## config.mk

```make
export PLATFORM = sky130hd
export DESIGN_NAME = conv_engine
export DESIGN_NICKNAME = d
export VERILOG_FILES = /design/src/rtl/conv_engine.sv
export SDC_FILE = /design/constraint.sdc
export NUM_CORES = 1
export LEC_CHECK = 0
export CAP_MARGIN = 0
export CORE_ASPECT_RATIO = 0.7
export CORE_MARGIN = 2
export CORE_UTILIZATION = 50
export CTS_CLUSTER_DIAMETER = 120
export CTS_CLUSTER_SIZE = 14
export DETAILED_ROUTE_END_ITERATION = 8
export GPL_TIMING_DRIVEN = 0
export HOLD_SLACK_MARGIN = 0.1
export PLACE_DENSITY = 0.81
export SLEW_MARGIN = 40
export SYNTH_ARGS = -nofsm -noshare
export SYNTH_HDL_FRONTEND = slang
export SYNTH_SLANG_ARGS = --single-unit
```

## constraint.sdc

```tcl
create_clock -name clk -period 14.72 [get_ports clk]
set_clock_uncertainty 0.05 [all_clocks]
set_input_delay 1.472 -clock clk [delete_from_list [all_inputs] [get_ports clk]]
set_output_delay 1.472 -clock clk [all_outputs]
set_load 0.05 [all_outputs]
```

## src/rtl/conv_engine.sv

```systemverilog
// conv_engine: captures an N x N activation matrix and a K x K kernel, computes the
// valid-mode 2-D convolution on one time-multiplexed MAC, then streams the M x M
// results out over a valid/ready handshake.
module conv_engine #(
   parameter int unsigned DW  = 8,
   parameter int unsigned N   = 4,
   parameter int unsigned K   = 3,
   parameter bit          SAT = 1'b1,
   localparam int unsigned M  = N - K + 1,
   localparam int unsigned IW = (M * M > 1) ? $clog2(M * M) : 1
) (
   input  logic              clk,
   input  logic              reset,
   input  logic              run,
   input  logic [N*N*DW-1:0] a_flat,
   input  logic [K*K*DW-1:0] b_flat,
   output logic [DW-1:0]     result_o,
   output logic [IW-1:0]     result_idx_o,
   output logic              result_valid_o,
   input  logic              result_ready_i,
   output logic              busy_o,
   output logic              done_o,
   output logic [2:0]        state_o
);

   localparam int unsigned AW    = (N > 1) ? $clog2(N) : 1;
   localparam int unsigned MW    = (M > 1) ? $clog2(M) : 1;
   localparam int unsigned KW    = (K > 1) ? $clog2(K) : 1;
   localparam int unsigned PW    = 2 * DW;
   localparam int unsigned ACC_W = 2 * DW + $clog2(K * K);

   localparam logic [IW-1:0] LastIdx = IW'(M * M - 1);
   localparam logic [MW-1:0] LastM   = MW'(M - 1);
   localparam logic [KW-1:0] LastK   = KW'(K - 1);

   typedef enum logic [2:0] {
      StIdle    = 3'd0,
      StCapture = 3'd1,
      StCompute = 3'd2,
      StOutput  = 3'd3,
      StDone    = 3'd4
   } state_e;

   state_e state_q, state_d;

   logic [DW-1:0]    a_mem [N][N];
   logic [DW-1:0]    b_mem [K][K];
   logic [DW-1:0]    rbuf  [M*M];

   logic [MW-1:0]    i_q, j_q;
   logic [KW-1:0]    u_q, v_q;
   logic             wb_q;
   logic [IW-1:0]    w_q, o_q;
   logic [ACC_W-1:0] acc_q;

   logic [AW-1:0]    row, col;
   logic [DW-1:0]    a_el, b_el, fmt;
   logic [PW-1:0]    prod;
   logic             capture, writeback;

   assign capture   = (state_q == StCapture);
   assign writeback = (state_q == StCompute) && wb_q;

   // State register.
   always_ff @(posedge clk or posedge reset) begin
      if (reset) state_q <= StIdle;
      else       state_q <= state_d;
   end

   // Next-state decode; run only matters in IDLE.
   always_comb begin
      state_d = state_q;
      case (state_q)
         StIdle:    if (run) state_d = StCapture;
         StCapture: state_d = StCompute;
         StCompute: if (wb_q && (w_q == LastIdx)) state_d = StOutput;
         StOutput:  if (result_ready_i && (o_q == LastIdx)) state_d = StDone;
         StDone:    state_d = StIdle;
         default:   state_d = StIdle;
      endcase
   end

   // MAC operand fetch, product and result formatting (saturate or wrap).
   always_comb begin
      row  = AW'(i_q) + AW'(u_q);
      col  = AW'(j_q) + AW'(v_q);
      a_el = a_mem[row][col];
      b_el = b_mem[u_q][v_q];
      prod = PW'(a_el) * PW'(b_el);
      if (SAT && (acc_q > ACC_W'({DW{1'b1}}))) fmt = '1;
      else                                      fmt = acc_q[DW-1:0];
   end

   // Per-element operand capture registers, loaded only in CAPTURE.
   for (genvar r = 0; r < N; r++) begin : g_a_row
      for (genvar c = 0; c < N; c++) begin : g_a_col
         // Activation element (r,c).
         always_ff @(posedge clk or posedge reset) begin
            if (reset)        a_mem[r][c] <= '0;
            else if (capture) a_mem[r][c] <= a_flat[(r*N+c)*DW +: DW];
         end
      end
   end

   for (genvar r = 0; r < K; r++) begin : g_b_row
      for (genvar c = 0; c < K; c++) begin : g_b_col
         // Kernel element (r,c).
         always_ff @(posedge clk or posedge reset) begin
            if (reset)        b_mem[r][c] <= '0;
            else if (capture) b_mem[r][c] <= b_flat[(r*K+c)*DW +: DW];
         end
      end
   end

   // Result buffer; survives DONE/IDLE, only overwritten by the next job's writebacks.
   for (genvar g = 0; g < M * M; g++) begin : g_rbuf
      // Result slot g, written on its writeback cycle.
      always_ff @(posedge clk or posedge reset) begin
         if (reset)                                rbuf[g] <= '0;
         else if (writeback && (w_q == IW'(g)))    rbuf[g] <= fmt;
      end
   end

   // Accumulator, loop counters and output index.
   always_ff @(posedge clk or posedge reset) begin
      if (reset) begin
         acc_q <= '0;
         i_q   <= '0;
         j_q   <= '0;
         u_q   <= '0;
         v_q   <= '0;
         wb_q  <= 1'b0;
         w_q   <= '0;
         o_q   <= '0;
      end else begin
         case (state_q)
            StCapture: begin
               acc_q <= '0;
               i_q   <= '0;
               j_q   <= '0;
               u_q   <= '0;
               v_q   <= '0;
               wb_q  <= 1'b0;
               w_q   <= '0;
               o_q   <= '0;
            end
            StCompute: begin
               if (!wb_q) begin
                  acc_q <= acc_q + ACC_W'(prod);
                  if (v_q == LastK) begin
                     v_q <= '0;
                     if (u_q == LastK) begin
                        u_q  <= '0;
                        wb_q <= 1'b1;
                     end else begin
                        u_q <= u_q + 1'b1;
                     end
                  end else begin
                     v_q <= v_q + 1'b1;
                  end
               end else begin
                  // Writeback cycle: rbuf is written by g_rbuf, advance to next output.
                  acc_q <= '0;
                  wb_q  <= 1'b0;
                  if (w_q != LastIdx) w_q <= w_q + 1'b1;
                  if (j_q == LastM) begin
                     j_q <= '0;
                     i_q <= i_q + 1'b1;
                  end else begin
                     j_q <= j_q + 1'b1;
                  end
               end
            end
            StOutput: begin
               if (result_ready_i && (o_q != LastIdx)) o_q <= o_q + 1'b1;
            end
            default: ;
         endcase
      end
   end

   // Outputs decoded from registered state and rbuf only.
   always_comb begin
      result_valid_o = (state_q == StOutput);
      result_o       = result_valid_o ? rbuf[o_q] : '0;
      result_idx_o   = result_valid_o ? o_q : '0;
      busy_o         = (state_q != StIdle);
      done_o         = (state_q == StDone);
      state_o        = state_q;
   end

endmodule
```

==> run summary <==
The detailed-route via count was 11,001. The flow ran to the end, and the final reports show no timing, DRC or antenna violations. The region available for standard cell placement spans 29,000 um2.

The type of the most critical hold path was reg -> reg. The worst pin sits at a relative slew slack of 45.1%. The slew of the pin with the lowest slew margin was 0.823 ns; the half-perimeter wire length after placement was 30,600 um. Of the cells placed in the final design, the portion with a size suffix greater than 1 is 19.3%. Along the worst path, the maximum fanout reaches 10.

The largest single stage delay on the critical path is 0.61 ns. The area growth from synthesis to layout was 22.7%. Once detail routing completed, the nets flagged for antenna violations numbered 0. Dominant combinational cell family by area after synthesis: multiplexers. The run gives 266 as the sink count of the clock tree. The largest net degree at the start of global routing was 81. Number of instances resized during post-cts repair: 0. The proportion of synthesized area in mux cells was 21.1%. The filler cells instantiated in the layout total 2,239. The starting utilization of the core area came out at 51.0%. The die covers 30,900 um2.

The synthesized netlist devotes 1.02% of its cell area to XOR and XNOR gates. The most numerous cell type found on the critical path is fa_1. The unique cell type count in the Yosys netlist is 56.

The run gives 0 as the final-report setup violation count. The insertion delay of the later-clocked pin in the worst-skew pair was 0.54 ns; the compound-gate portion of the synthesized area was 7.36%. The worst setup path is captured at a flop. For the finished layout, the period the worst path requires is 7.23 ns. The final weighted congestion of routability-driven global placement is 0.909, and the final max-slew violation count is 0. Port buffering added 219 buffers.

The sequential area share after synthesis is 45.1%, and the number of antenna cells inserted is 0. The worst setup path is launched from a flop. The fraction of registers with async set/reset is 100%.

The combined global-route utilization of all metal layers is 26.2%, and the number of nets at the end of the flow is 1,847. Global routing finished with a remaining overflow of 0. The number of antenna violations at the first check in global routing was 2; the max-capacitance violation count was 0.

Detailed router's first-iteration violation count: 713. Data on the critical path arrives at its endpoint at 7.59 ns. The synthesized-area fraction occupied by and/or/nand/nor cells is 9.68%. The critical setup path kind was reg -> reg. Counting every instance in the synthesized netlist gives 1,298.

After clock tree synthesis, the clock-pin slew on the worst setup and hold paths is 0.07 ns. On the critical path, the stage with the largest delay is an instance of nor3_1. The global-route wire length before repair is 62,300 um, and the cell row count is 52. The logs give 7.49 ns for the register-to-register setup slack and 1 for the total number of H-tree levels. The routed wire length was 39,400 um; the first-pass iteration count of the detailed router was 5. The flip-flop and latch count after synthesis works out to 266.

In the routed design, unresolved DRC markers number 0. The final-report hold violation count was 0; the share of synthesized cell area in full adder, half adder and majority cells was 10.8%. The number of synthesized flops with an enable pin works out to 0. The cell area that synthesis handed to floorplanning was 14,800 um2.

The height of the chip works out to 148 um. The number of warnings reported in the yosys synthesis log was 0; the number of vias per cell was 5.72. The tools report the maximum clock insertion buffer count as 3.

The detail-routed net length per standard cell works out to 20.5 um. The horizontal extent of the die works out to 209 um. For this design, the CTS-stage hold fixing added 0 buffers. The final critical path takes up 49.1% of the cycle. Data on the critical path is required at its endpoint by 15.08 ns.

The logs give 11,291 for the via count of the first global-routing pass and 1,600 for the number of nets produced by synthesis. The dominant register cell in the synthesized netlist was dfrtp_1. Summed over all failing endpoints, the final setup total negative slack is 0 ns. The number of primary I/O pins is 220. In this run, CTS created clock tree buffers numbering 22. Buffers inserted during post-CTS setup optimization: 0. Traced cell by cell, the critical path runs through ha_1 -> xnor2_1 -> buf_2 -> buf_2 -> nand2_1 -> nand3_1 -> nand4_1 -> nor3_1 -> nand2b_1 -> fa_1 -> fa_1 -> inv_1 -> fa_1 -> inv_1 -> fa_1 -> inv_1 -> ha_1 -> o211ai_1 -> o21ai_1 -> o31ai_1 -> or4_1 -> a31o_1 -> a21o_1. TritonCTS built the clock tree. The root buffer cell chosen for the clock tree is clkbuf_16. Setup repair after global routing left no endpoint under its margin. The average instance in the mapped netlist occupies 11.4 um2.

Static timing analysis puts the maximum clock frequency at 138 MHz.
==> state kept, by name, indices dropped and copies added, names as in the netlist <==
signal and cells:
v_q 2, w_q 2, a_mem 128, u_q 2, state_o 3, wb_q 1
b_mem 72, o_q 2, j_q 1, rbuf 32, acc_q 20, i_q 1
==> synthesized netlist by cell type, drive strengths merged, types with 8 or more instances <==
cell type,count,area [um2]
mux4,24,541
a22o,8,70.1
nand2b,27,169
xor2,9,97.6
ha,48,601
buf,36,206
and3,14,87.6
o21ai,77,385
nor2b,11,68.8
mux2,201,2260
mux2i,31,310
o211ai,10,75.1
nand2,145,544
clkbuf,24,90.1
nor2,70,268
dfrtp,266,6660
fa,50,1000
nand3,22,110
a21oi,28,140
nor3,11,55.1
inv,114,428
==> layout by cell type (no fill, tap or decap), types with 5 or more instances in the layout <==
cell type / Yosys / routed
dfrtp_1: 266 / 266
clkdlybuf4s50_1: 0 / 219
mux2_2: 201 / 201
nand2_1: 145 / 145
inv_1: 113 / 112
o21ai_0: 73 / 73
nor2_1: 68 / 68
fa_1: 50 / 50
ha_1: 48 / 48
mux2i_1: 31 / 31
a21oi_1: 28 / 28
nand2b_1: 27 / 27
buf_2: 24 / 25
clkbuf_1: 24 / 24
mux4_2: 24 / 24
nand3_1: 22 / 22
clkbuf_16: 0 / 22
and3_1: 14 / 14
nor2b_1: 11 / 11
o211ai_1: 10 / 10
a22o_1: 8 / 8
xor2_1: 8 / 8
nor3_1: 11 / 7
a32oi_1: 7 / 7
a21o_1: 6 / 6
xnor2_1: 6 / 6
o22a_1: 6 / 6
buf_4: 5 / 5
or2_1: 5 / 5
==> critical path, delay by kind of cell, from the launching register on <==
kind                       cells  cell delay [ns]
AOI/OAI and AO/OA              5             0.99
xor gates and xnor gates       1             0.20
adders and majority gates      6             2.79
buffers and inverters          5             0.84
DFF                            1             0.48
and+or+nand+nor                6             1.80
==> final timing paths <==
| check | from | to | cells after the start |
|---|---|---|---|
| min in group asynchronous | reset | a_mem[40] | 2 |
| max | i_q | acc_q[18] | 23 |
| min | rbuf[27] | rbuf[27] | 2 |
| max in group asynchronous | reset | b_mem[58] | 3 |
| max reg2reg | i_q | acc_q[18] | 23 |
| min reg2reg | rbuf[27] | rbuf[27] | 2 |
==> cell families (layout without fill, tap and decap cells) <==
| kind of cell | Yosys count | after routing |
|---|---|---|
| xor+xnor | 15 | 15 |
| fa+ha+maj | 98 | 98 |
| flops | 266 | 266 |
| compound gates | 170 | 170 |
| mux | 256 | 256 |
| simple gates | 319 | 319 |
| buf+inv | 174 | 420 |
==> layout make-up <==
type / count / area (um2) / area share, %
Buffer: 60 / 297 / 1.64
Clock buffer: 22 / 551 / 3.04
Clock inverter: 1 / 16.3 / 0.0898
Inverter: 114 / 435 / 2.40
Multi-Input combinational cell: 858 / 7400 / 40.9
Sequential cell: 266 / 6660 / 36.8
Tap cell: 378 / 473 / 2.61
Timing Repair Buffer: 223 / 2280 / 12.6
==> routing by layer <==
metal  global-route usage (%)  up-vias  wire [um]
li1                         -     4942          -
met1                     37.7     5529      17700
met2                     39.7      438      17200
met3                     5.80       88       3090
met4                     8.71        4       1420
met5                        0        -         27
==> metrics by stage <==
step	utilization [%]	setup slack (ns)	instances	instance area, um2	hold WS [ns]
2_1_floorplan	-	5.87	1298	14800	0.395
3_3_place_gp	60.2	2.68	1895	17400	0.406
3_5_place_dp	60.6	7.63	1898	17500	0.418
4_1_cts	62.5	7.62	1921	18100	0.433
5_1_grt	62.5	7.18	1922	18100	0.464
6_report	62.5	7.49	1922	18100	0.430
Power is left out: the tool's default activity adds up to more than one toggle a clock period on the data nets, which glitch-free logic cannot reach.
